[src/rtl/ddfs_pkg.sv]
// Shared widths, DAC command and state/sample types for the FIR-to-DAC transmit path.
package ddfs_pkg;

    localparam int unsigned FIR_OUT_W      = 32;
    localparam int unsigned DAC_W          = 16;
    localparam int unsigned FIR_FRAC_SHIFT = 15;

    localparam logic [7:0] DAC_CMD_WRITE = 8'h30;

    typedef enum logic [1:0] {
        IDLE,
        LOAD,
        SHIFT,
        GAP
    } dac_tx_state_t;

    typedef logic signed [15:0] dac_sample_t;

endpackage

[src/rtl/fir_quantizer.sv]
// Combinational round-half-up and saturate of a Q-scaled FIR result down to OUT_W bits.
module fir_quantizer
    import ddfs_pkg::*;
#(
    parameter int unsigned IN_W       = FIR_OUT_W,
    parameter int unsigned OUT_W      = DAC_W,
    parameter int unsigned FRAC_SHIFT = FIR_FRAC_SHIFT
) (
    input  logic signed [IN_W-1:0]  i_data,
    output logic        [OUT_W-1:0] o_q,
    output logic                    o_sat
);

    localparam logic signed [IN_W:0] RND  = (IN_W+1)'(2 ** (FRAC_SHIFT - 1));
    localparam logic signed [IN_W:0] MAXV = (IN_W+1)'(2 ** (OUT_W - 1) - 1);
    localparam logic signed [IN_W:0] MINV = ~MAXV;

    logic signed [IN_W:0] w_sum;
    logic signed [IN_W:0] w_shr;

    // One guard bit keeps the rounding add from wrapping near full scale.
    assign w_sum = $signed({i_data[IN_W-1], i_data}) + RND;
    assign w_shr = w_sum >>> FRAC_SHIFT;

    always_comb begin
        o_q   = w_shr[OUT_W-1:0];
        o_sat = 1'b0;
        if (w_shr > MAXV) begin
            o_q   = MAXV[OUT_W-1:0];
            o_sat = 1'b1;
        end else if (w_shr < MINV) begin
            o_q   = MINV[OUT_W-1:0];
            o_sat = 1'b1;
        end
    end

endmodule

[src/rtl/fir_dac_tx.sv]
// FIR sample to SPI mode-0 DAC frame transmitter ({CMD, quantized sample}, MSB first).
// Optional DAC_OFFSET_BIN_EN: send offset-binary (sample MSB inverted) instead of two's complement.
module fir_dac_tx
    import ddfs_pkg::*;
#(
    parameter int unsigned IN_W       = FIR_OUT_W,
    parameter int unsigned OUT_W      = DAC_W,
    parameter int unsigned FRAC_SHIFT = FIR_FRAC_SHIFT,
    parameter logic [7:0]  CMD        = DAC_CMD_WRITE,
    parameter int unsigned CLK_DIV    = 2,
    parameter int unsigned CS_GAP     = 4
) (
    input  logic            clk,
    input  logic            reset,
    input  logic [IN_W-1:0] s_data_i,
    input  logic            s_valid_i,
    output logic            s_ready_o,
    output logic            dac_sclk_o,
    output logic            dac_mosi_o,
    output logic            dac_cs_n_o,
    output logic            busy_o,
    output logic            sat_o
);

    localparam int unsigned FRAME_W = 8 + OUT_W;
    localparam int unsigned BIT_W   = $clog2(FRAME_W);
    localparam int unsigned DIV_W   = $clog2(CLK_DIV) + 1;
    localparam int unsigned GAP_W   = $clog2(CS_GAP) + 1;

    dac_tx_state_t        r_state, w_state_nxt;
    logic [FRAME_W-1:0]   r_shift, w_shift_nxt;
    logic [DIV_W-1:0]     r_div, w_div_nxt;
    logic                 r_phase, w_phase_nxt;
    logic [BIT_W-1:0]     r_bit, w_bit_nxt;
    logic [GAP_W-1:0]     r_gap, w_gap_nxt;
    logic                 r_sclk, w_sclk_nxt;
    logic                 r_mosi, w_mosi_nxt;
    logic                 r_cs_n, w_cs_n_nxt;
    logic                 r_sat, w_sat_nxt;
    logic                 r_ready, w_ready_nxt;
    logic                 r_busy, w_busy_nxt;

    logic [OUT_W-1:0]     w_q;
    logic [OUT_W-1:0]     w_word;
    logic                 w_sat;
    logic                 w_accept;

    fir_quantizer #(
        .IN_W       (IN_W),
        .OUT_W      (OUT_W),
        .FRAC_SHIFT (FRAC_SHIFT)
    ) u_quant (
        .i_data (s_data_i),
        .o_q    (w_q),
        .o_sat  (w_sat)
    );

`ifdef DAC_OFFSET_BIN_EN
    assign w_word = {~w_q[OUT_W-1], w_q[OUT_W-2:0]};
`else
    assign w_word = w_q;
`endif

    assign w_accept = s_valid_i && r_ready;

    // Quantization happens on the accept edge so LOAD-cycle outputs come straight from flops.
    always_comb begin
        w_state_nxt = r_state;
        w_shift_nxt = r_shift;
        w_div_nxt   = r_div;
        w_phase_nxt = r_phase;
        w_bit_nxt   = r_bit;
        w_gap_nxt   = r_gap;
        w_sclk_nxt  = r_sclk;
        w_mosi_nxt  = r_mosi;
        w_cs_n_nxt  = r_cs_n;
        w_sat_nxt   = 1'b0;

        unique case (r_state)
            IDLE: begin
                if (w_accept) begin
                    w_state_nxt = LOAD;
                    w_shift_nxt = {CMD, w_word};
                    w_mosi_nxt  = CMD[7];
                    w_cs_n_nxt  = 1'b0;
                    w_sat_nxt   = w_sat;
                end
            end
            LOAD: begin
                w_state_nxt = SHIFT;
                w_div_nxt   = '0;
                w_phase_nxt = 1'b0;
                w_bit_nxt   = '0;
            end
            SHIFT: begin
                if (r_div == DIV_W'(CLK_DIV - 1)) begin
                    w_div_nxt = '0;
                    if (!r_phase) begin
                        w_phase_nxt = 1'b1;
                        w_sclk_nxt  = 1'b1;
                    end else if (r_bit == BIT_W'(FRAME_W - 1)) begin
                        w_state_nxt = GAP;
                        w_sclk_nxt  = 1'b0;
                        w_mosi_nxt  = 1'b0;
                        w_cs_n_nxt  = 1'b1;
                        w_gap_nxt   = '0;
                    end else begin
                        // Falling SCLK is the only point where MOSI advances.
                        w_bit_nxt   = r_bit + BIT_W'(1);
                        w_phase_nxt = 1'b0;
                        w_sclk_nxt  = 1'b0;
                        w_shift_nxt = r_shift << 1;
                        w_mosi_nxt  = r_shift[FRAME_W-2];
                    end
                end else begin
                    w_div_nxt = r_div + DIV_W'(1);
                end
            end
            GAP: begin
                if (r_gap == GAP_W'(CS_GAP - 1)) begin
                    w_state_nxt = IDLE;
                end else begin
                    w_gap_nxt = r_gap + GAP_W'(1);
                end
            end
            default: begin
                w_state_nxt = IDLE;
                w_cs_n_nxt  = 1'b1;
                w_sclk_nxt  = 1'b0;
                w_mosi_nxt  = 1'b0;
            end
        endcase

        w_ready_nxt = (w_state_nxt == IDLE);
        w_busy_nxt  = (w_state_nxt != IDLE);
    end

    always_ff @(posedge clk or posedge reset) begin
        if (reset) begin
            r_state <= IDLE;
            r_shift <= '0;
            r_div   <= '0;
            r_phase <= 1'b0;
            r_bit   <= '0;
            r_gap   <= '0;
            r_sclk  <= 1'b0;
            r_mosi  <= 1'b0;
            r_cs_n  <= 1'b1;
            r_sat   <= 1'b0;
            r_ready <= 1'b1;
            r_busy  <= 1'b0;
        end else begin
            r_state <= w_state_nxt;
            r_shift <= w_shift_nxt;
            r_div   <= w_div_nxt;
            r_phase <= w_phase_nxt;
            r_bit   <= w_bit_nxt;
            r_gap   <= w_gap_nxt;
            r_sclk  <= w_sclk_nxt;
            r_mosi  <= w_mosi_nxt;
            r_cs_n  <= w_cs_n_nxt;
            r_sat   <= w_sat_nxt;
            r_ready <= w_ready_nxt;
            r_busy  <= w_busy_nxt;
        end
    end

    assign s_ready_o  = r_ready;
    assign dac_sclk_o = r_sclk;
    assign dac_mosi_o = r_mosi;
    assign dac_cs_n_o = r_cs_n;
    assign busy_o     = r_busy;
    assign sat_o      = r_sat;

endmodule

[config.mk]
export PLATFORM = sky130hd
export DESIGN_NAME = fir_dac_tx
export DESIGN_NICKNAME = d
export VERILOG_FILES = /design/src/rtl/ddfs_pkg.sv /design/src/rtl/fir_quantizer.sv /design/src/rtl/fir_dac_tx.sv
export SDC_FILE = /design/constraint.sdc
export NUM_CORES = 1
export LEC_CHECK = 0
export ABC_AREA = 0
export BUFFER_PORTS_ARGS = -buffer_cell sky130_fd_sc_hd__buf_4
export CORE_AREA = 2 2 93 95
export CTS_CLUSTER_DIAMETER = 50
export DETAILED_ROUTE_END_ITERATION = 8
export DIE_AREA = 0 0 95 97
export GPL_TIMING_DRIVEN = 0
export MAX_ROUTING_LAYER = met4
export PLACE_DENSITY = 0.62
export SYNTH_ARGS = -nofsm -noshare
export SYNTH_HDL_FRONTEND = slang
export SYNTH_SLANG_ARGS = --single-unit
[constraint.sdc]
create_clock -name clk -period 1.9 [get_ports clk]
set_input_delay 0.19 -clock clk [delete_from_list [all_inputs] [get_ports clk]]
set_output_delay 0.19 -clock clk [all_outputs]
set_load 0.02 [all_outputs]
======== After elaboration in Yosys (flattened, before gate mapping) ========
Cells that the tools add are included.
cells by class
  add/subtract/negate cells ............... 4
  magnitude comparators ................... 2
  reduce and logical (&&, ||, !) cells .... 14
  mux-type cells .......................... 42
  equal/unequal tests ..................... 12
operators with widths
  cell                      count
  $mux W23                  4
  $pmux W23 S2              1
  $add A32 B16 Y33 const B  1
  $mux W16                  2
  $gt A18 B16 Y1 const B    1
  $lt A18 B16 Y1 const B    1
  $mux W1                   15
  $mux W5                   3
  $reduce_and A5 Y1         3
  $mux W2                   6
  $mux W3                   4
  $ne A2 B2 Y1 const B      6
  $pmux W5 S2               1
  $pmux W2 S4               1
  $reduce_and A4 Y1         2
  $reduce_bool A2 Y1        4
  $pmux W1 S2               3
  $pmux W3 S2               1
  $add A5 B1 Y5 const B     1
  $eq A5 B5 Y1 const B      1
  $eq A2 B1 Y1 const B      2
  $eq A2 B2 Y1 const B      2
  $logic_not A2 Y1          2
  $pmux W2 S2               1
  5 further kinds           6
word-level totals
  input port bits ......................... 35
  logic and storage cells ................. 86
  register bits after elaboration ......... 42

======== Longest topological paths before layout ========
  depth after elaboration ................. 6
  mapped depth ............................ 9

======== By module ========
From an unflattened synthesis, not the netlist that was laid out.
second synthesis, totals
  cell total of the unflattened synthesis .. 282
  area, all modules ....................... 2841.5 um^2
by module, submodules not included
  module         instances  cells an instance  area an instance (um^2)
  fir_dac_tx     1          180                2165.8
  fir_quantizer  1          102                675.6

======== Worst setup path before layout ========
OpenSTA, ideal clock, no wires.
  kind .................................... input to register
  start point ............................. in s_data_i[14]
  end point ............................... reg r_shift[10]
  stages on the path ...................... 7
  arrival time ............................ 1.785 ns
  path buffers ............................ 1
  setup slack ............................. -0.029 ns
  data required time ...................... 1.755 ns
  cells stage by stage .................... ha_1 > and4_4 > and4b_1 > buf_6 > mux2_4 > a211oi_4 > o221ai_1
on the way
  word-level cells in the longest chain between the ends .. 6
  elaborated cells on any way between the ends .. 7
  those cells by class .................... add/sub (1); order compare (2); mux (4)
ends and longest elaborated chain
  element                 line                 text
  start: declaration      fir_dac_tx.sv:15     input logic [IN_W-1:0] s_data_i,
  $add A32 B16 Y33 *      fir_quantizer.sv:22  assign w_sum = $signed({i_data[IN_W-1], i_data}) + RND;
  $lt A18 B16 Y1          fir_quantizer.sv:31  end else if (w_shr < MINV) begin
  $mux W16                fir_quantizer.sv:31
  $mux W16 *              fir_quantizer.sv:28  if (w_shr > MAXV) begin
  $mux W23 *              fir_dac_tx.sv:81     if (w_accept) begin
  $pmux W23 S2 *          fir_dac_tx.sv:79     unique case (r_state)
  end signal: assignment  fir_dac_tx.sv:154    r_shift <= w_shift_nxt;
  end: declaration        fir_dac_tx.sv:31     logic [FRAME_W-1:0] r_shift, w_shift_nxt;
Every way passes the cells marked *; elsewhere a longest branch is shown, timed or not. The select of a mux whose other input is x is not followed.
A chain may end at the register's enable or synchronous reset.

======== Final worst setup path ========
  start point ............................. reg r_bit[0]
  end point ............................... reg r_gap[2]
on the way
  word-level cells in the longest chain between the ends .. 3
ends and longest elaborated chain
  element                             line               text
  start: declaration                  fir_dac_tx.sv:34   logic [BIT_W-1:0] r_bit, w_bit_nxt;
  start signal: assignment            fir_dac_tx.sv:157  r_bit <= w_bit_nxt;
  $eq A5 B5 Y1                        fir_dac_tx.sv:101  end else if (r_bit == BIT_W'(FRAME_W - 1)) begin
  $ne A2 B2 Y1 (no source line)       --
  $reduce_and A5 Y1 (no source line)  --
  end signal: assignment              fir_dac_tx.sv:158  r_gap <= w_gap_nxt;
  end: declaration                    fir_dac_tx.sv:35   logic [GAP_W-1:0] r_gap, w_gap_nxt;
Every way passes these cells.

==> key figures <==
Status
  – Status: finished, final reports clean

Worst setup path
  – Worst setup SP type: flop
  – CP Capture Type: flop
  – Critical path peak fanout: 4
  – Max stage delay on crit path: 0.40 ns
  – Reg-to-reg slack, setup: 0.03 ns
  – Critical path class: reg2reg
  – Reg-to-Reg Start: r_bit[0]
  – Crit path DAT: 2.05 ns
  – Reg2reg path depth: 6
  – Crit-path cells: ha_1 -> nand4b_1 -> nor2b_1 -> nor2_1 -> a21o_1 -> a221o_1
  – Worst endpoint required time: 2.08 ns
  – RR Endpoint: r_gap[2]
  – Slowest cell on crit path: dfrtp_1

Place
  – Hpwl dp: 4570 um
  – Routability-driven placement congestion ratio: 0.8375
  – Port Buffers: 25

Synth
  – Post-synth EDFFs: 0
  – FF+latch count, synth: 42
  – Post-Syn Instances: 291
  – Yosys cell types: 54
  – Synth Warn #: 0
  – Dominant synthesized flop cell: dfrtp_1
  – Syn Area/Cell: 9.003 um^2
  – Ys async rst share: 1.000
  – Synthesized area: 2620 um^2
  – Fraction of the yosys area taken by sequential cells: 0.4021
  – Synth Net Count: ~330

Clocking
  – Worst-Skew Late Latency: roughly 0.29 ns
  – Root Driver: clkbuf_8
  – Cts bufs inserted: 5
  – CTS Buffer Depth: 2
  – Clk slew on worst S/H paths: 0.08 ns
  – CTS tree: yes
  – H-tree Lvls: 2
  – CTS Sinks: 42

Detailed routing
  – Vias: 2,305
  – # DRC: 0
  – Post-DR vias/cell: 5.336
  – Router iterations before antenna repair: 4
  – ANT nets after route: 0
  – Total Wirelength: 6386 um
  – Initial drt markers: 140
  – Avg WL per Cell: 14.78 um

Min path
  – Hold Path Class: in2async

Layout
  – Layout net count: around 370
  – Fraction of layout cells with a size suffix above 1: 0.2232
  – N_diodes: 0
  – # fillers: 802
  – Fin util: 0.3916
  – Area delta synth->final: 21.59%

Global routing
  – Initial antenna violation count: 0
  – First-pass GRT wire length: 11,050 um
  – Largest net degree at the start of global routing: between 40 and 50
  – Gr usage total: 0.1504
  – Number of global-route vias before repair: 2,301
  – GR Overflow Total: 0

Timing
  – Slew HR: 0.4026
  – Max-slew violation count: 0
  – Period utilisation layout: 0.9847
  – Setup TNS: 0 ns
  – Clock Skews: between 0.004 and 0.005 ns
  – Hold Fails Final Rpt: 0
  – Worst-margin pin slew: 0.8962 ns
  – Fmax achieved: between 500 and 600 MHz
  – Endpoints failing setup: 0
  – Min cycle time layout: 1.871 ns
  – RSZ-0062 raised after global routing: yes

Floorplanning
  – Core ar.: 8134 um^2
  – Die width: 95 um
  – Rows: 33
  – Full die area: ~9200 um^2
  – I/O pin count: 41
  – Starting Density: 0.3221
  – Die H: a little under 100 um

Power and ir drop
  – Worst vdd ir: between 200 and 300 uV
  – PwrDens: around 500 nW/um^2
  – Leak: between 1 and 1.5 nW
  – Pwr Total: 1.616 mW

Flow run
  – Max-cap violations: 0
## cell type report
cell class	instances	area, um^2	share of cell area
Inverter	12	52.55	0.01650
Sequential cell	42	1054	0.3307
Multi-Input combinational cell	224	1550	0.4866
Clock buffer	5	68.82	0.02160
Clock inverter	3	21.27	0.006677
Tap cell	105	131.4	0.04124
Timing Repair Buffer	29	217.7	0.06834
Buffer	12	90.09	0.02828
## what timing repair did
action,4_1_cts,5_1_grt
setup endpoints to repair,28,30
hold buffers,0,0
buffers inserted,3,1
pin swaps,1,2
gates resized for setup,17,23
## metrics by stage
step,setup slack [ns],hold slack [ns],cells,cell area (um^2)
CTS,0.004458,0.1256,431,3098
finish,0.02908,0.07897,432,3186
global route,-0.09016,0.1549,432,3186
floorplan,0.02221,0.4273,291,2621
global placement,-0.4175,0.4623,421,2940
detailed placement,-0.4455,0.4482,421,2940
## worst max-delay path: cells and delay by family, from the launching register on
kind / cells / cell delay (ns)
flip-flops: 1 / 0.40
AO/OA/AOI/OAI: 2 / 0.51
adder cells (fa/ha/maj): 1 / 0.20
AND/OR/NAND/NOR: 3 / 0.65
## report_power, final
| part | internal [mW] | switching (mW) | total [mW] |
|---|---|---|---|
| clock network | 0.259 | 0.333 | 0.592 |
| registers | 0.893 | 0 | 0.893 |
| logic | 0.0549 | 0.0758 | 0.131 |
| total | 1.21 | 0.409 | 1.62 |
## Yosys cell counts (all sizes together) (2+ instances only)
| library cell | instances | area [um^2] |
|---|---|---|
| xnor2 | 5 | 43.79 |
| o22ai | 3 | 18.77 |
| xor2 | 9 | 78.83 |
| and4 | 4 | 37.54 |
| nand2b | 10 | 62.56 |
| a21o | 5 | 37.54 |
| o221ai | 10 | 87.58 |
| dfrtp | 40 | 1001 |
| and3 | 9 | 56.30 |
| nand4 | 8 | 50.05 |
| and2 | 3 | 18.77 |
| nor2b | 3 | 18.77 |
| a211oi | 2 | 27.53 |
| a21boi | 2 | 15.01 |
| a22o | 7 | 61.31 |
| o21a | 2 | 15.01 |
| dfstp | 2 | 52.55 |
| o21ai | 17 | 85.08 |
| nand2 | 38 | 145.1 |
| buf | 6 | 45.04 |
| inv | 11 | 41.29 |
| nor4 | 3 | 18.77 |
| a31oi | 3 | 18.77 |
| or3 | 3 | 18.77 |
| clkbuf | 7 | 26.28 |
| nor2 | 14 | 55.06 |
| ha | 8 | 100.1 |
| nor3 | 4 | 20.02 |
| a21oi | 18 | 90.09 |
| nand3 | 11 | 55.05 |
| o31a | 2 | 17.52 |
| a221o | 6 | 60.06 |
| a211o | 2 | 17.52 |
## flip-flops by register name (all words and copies together) (netlist names), 2 cells and up
register and cells:
r_state 2, r_div 2, r_bit 5, r_shift 23, r_gap 3
## cells by family after synthesis
group,synth area share
buffers and inverters,0.04441
adder cells (fa/ha/maj),0.03821
flip-flops,0.4021
multiplexers,0.009550
XOR/XNOR,0.04680
AND/OR/NAND/NOR,0.2283
AO/OA/AOI/OAI,0.2307
## worst max path at each step
stage            startpoint           to
4_1_cts          r_state[0]   r_shift[3]
3_3_place_gp     r_state[0]   r_shift[4]
5_1_grt            r_bit[0]     r_gap[2]
6_report           r_bit[0]     r_gap[2]
3_5_place_dp     r_state[0]   r_shift[4]
2_1_floorplan  s_data_i[14]  r_shift[10]
## cell usage in the layout (no fill, tap or decap), types with 10 or more instances in the layout
cell / n
o21ai_0: 12
nand3_1: 10
nand2_1: 37
buf_4: 32
nor2_1: 13
dfrtp_1: 40
a21oi_1: 15
## layer usage
layer | share of wire | global-route usage | wire (um) | vias up
met5 | 0 | - | 0 | -
met4 | 0.012 | 0.04013 | 74 | 0
met3 | 0.047 | 0.02414 | 303 | 6
met2 | 0.46 | 0.2253 | 2951 | 60
met1 | 0.48 | 0.2112 | 3056 | 1107
li1 | - | - | - | 1132
No activity file was read; power rests on OpenSTA's default activity.
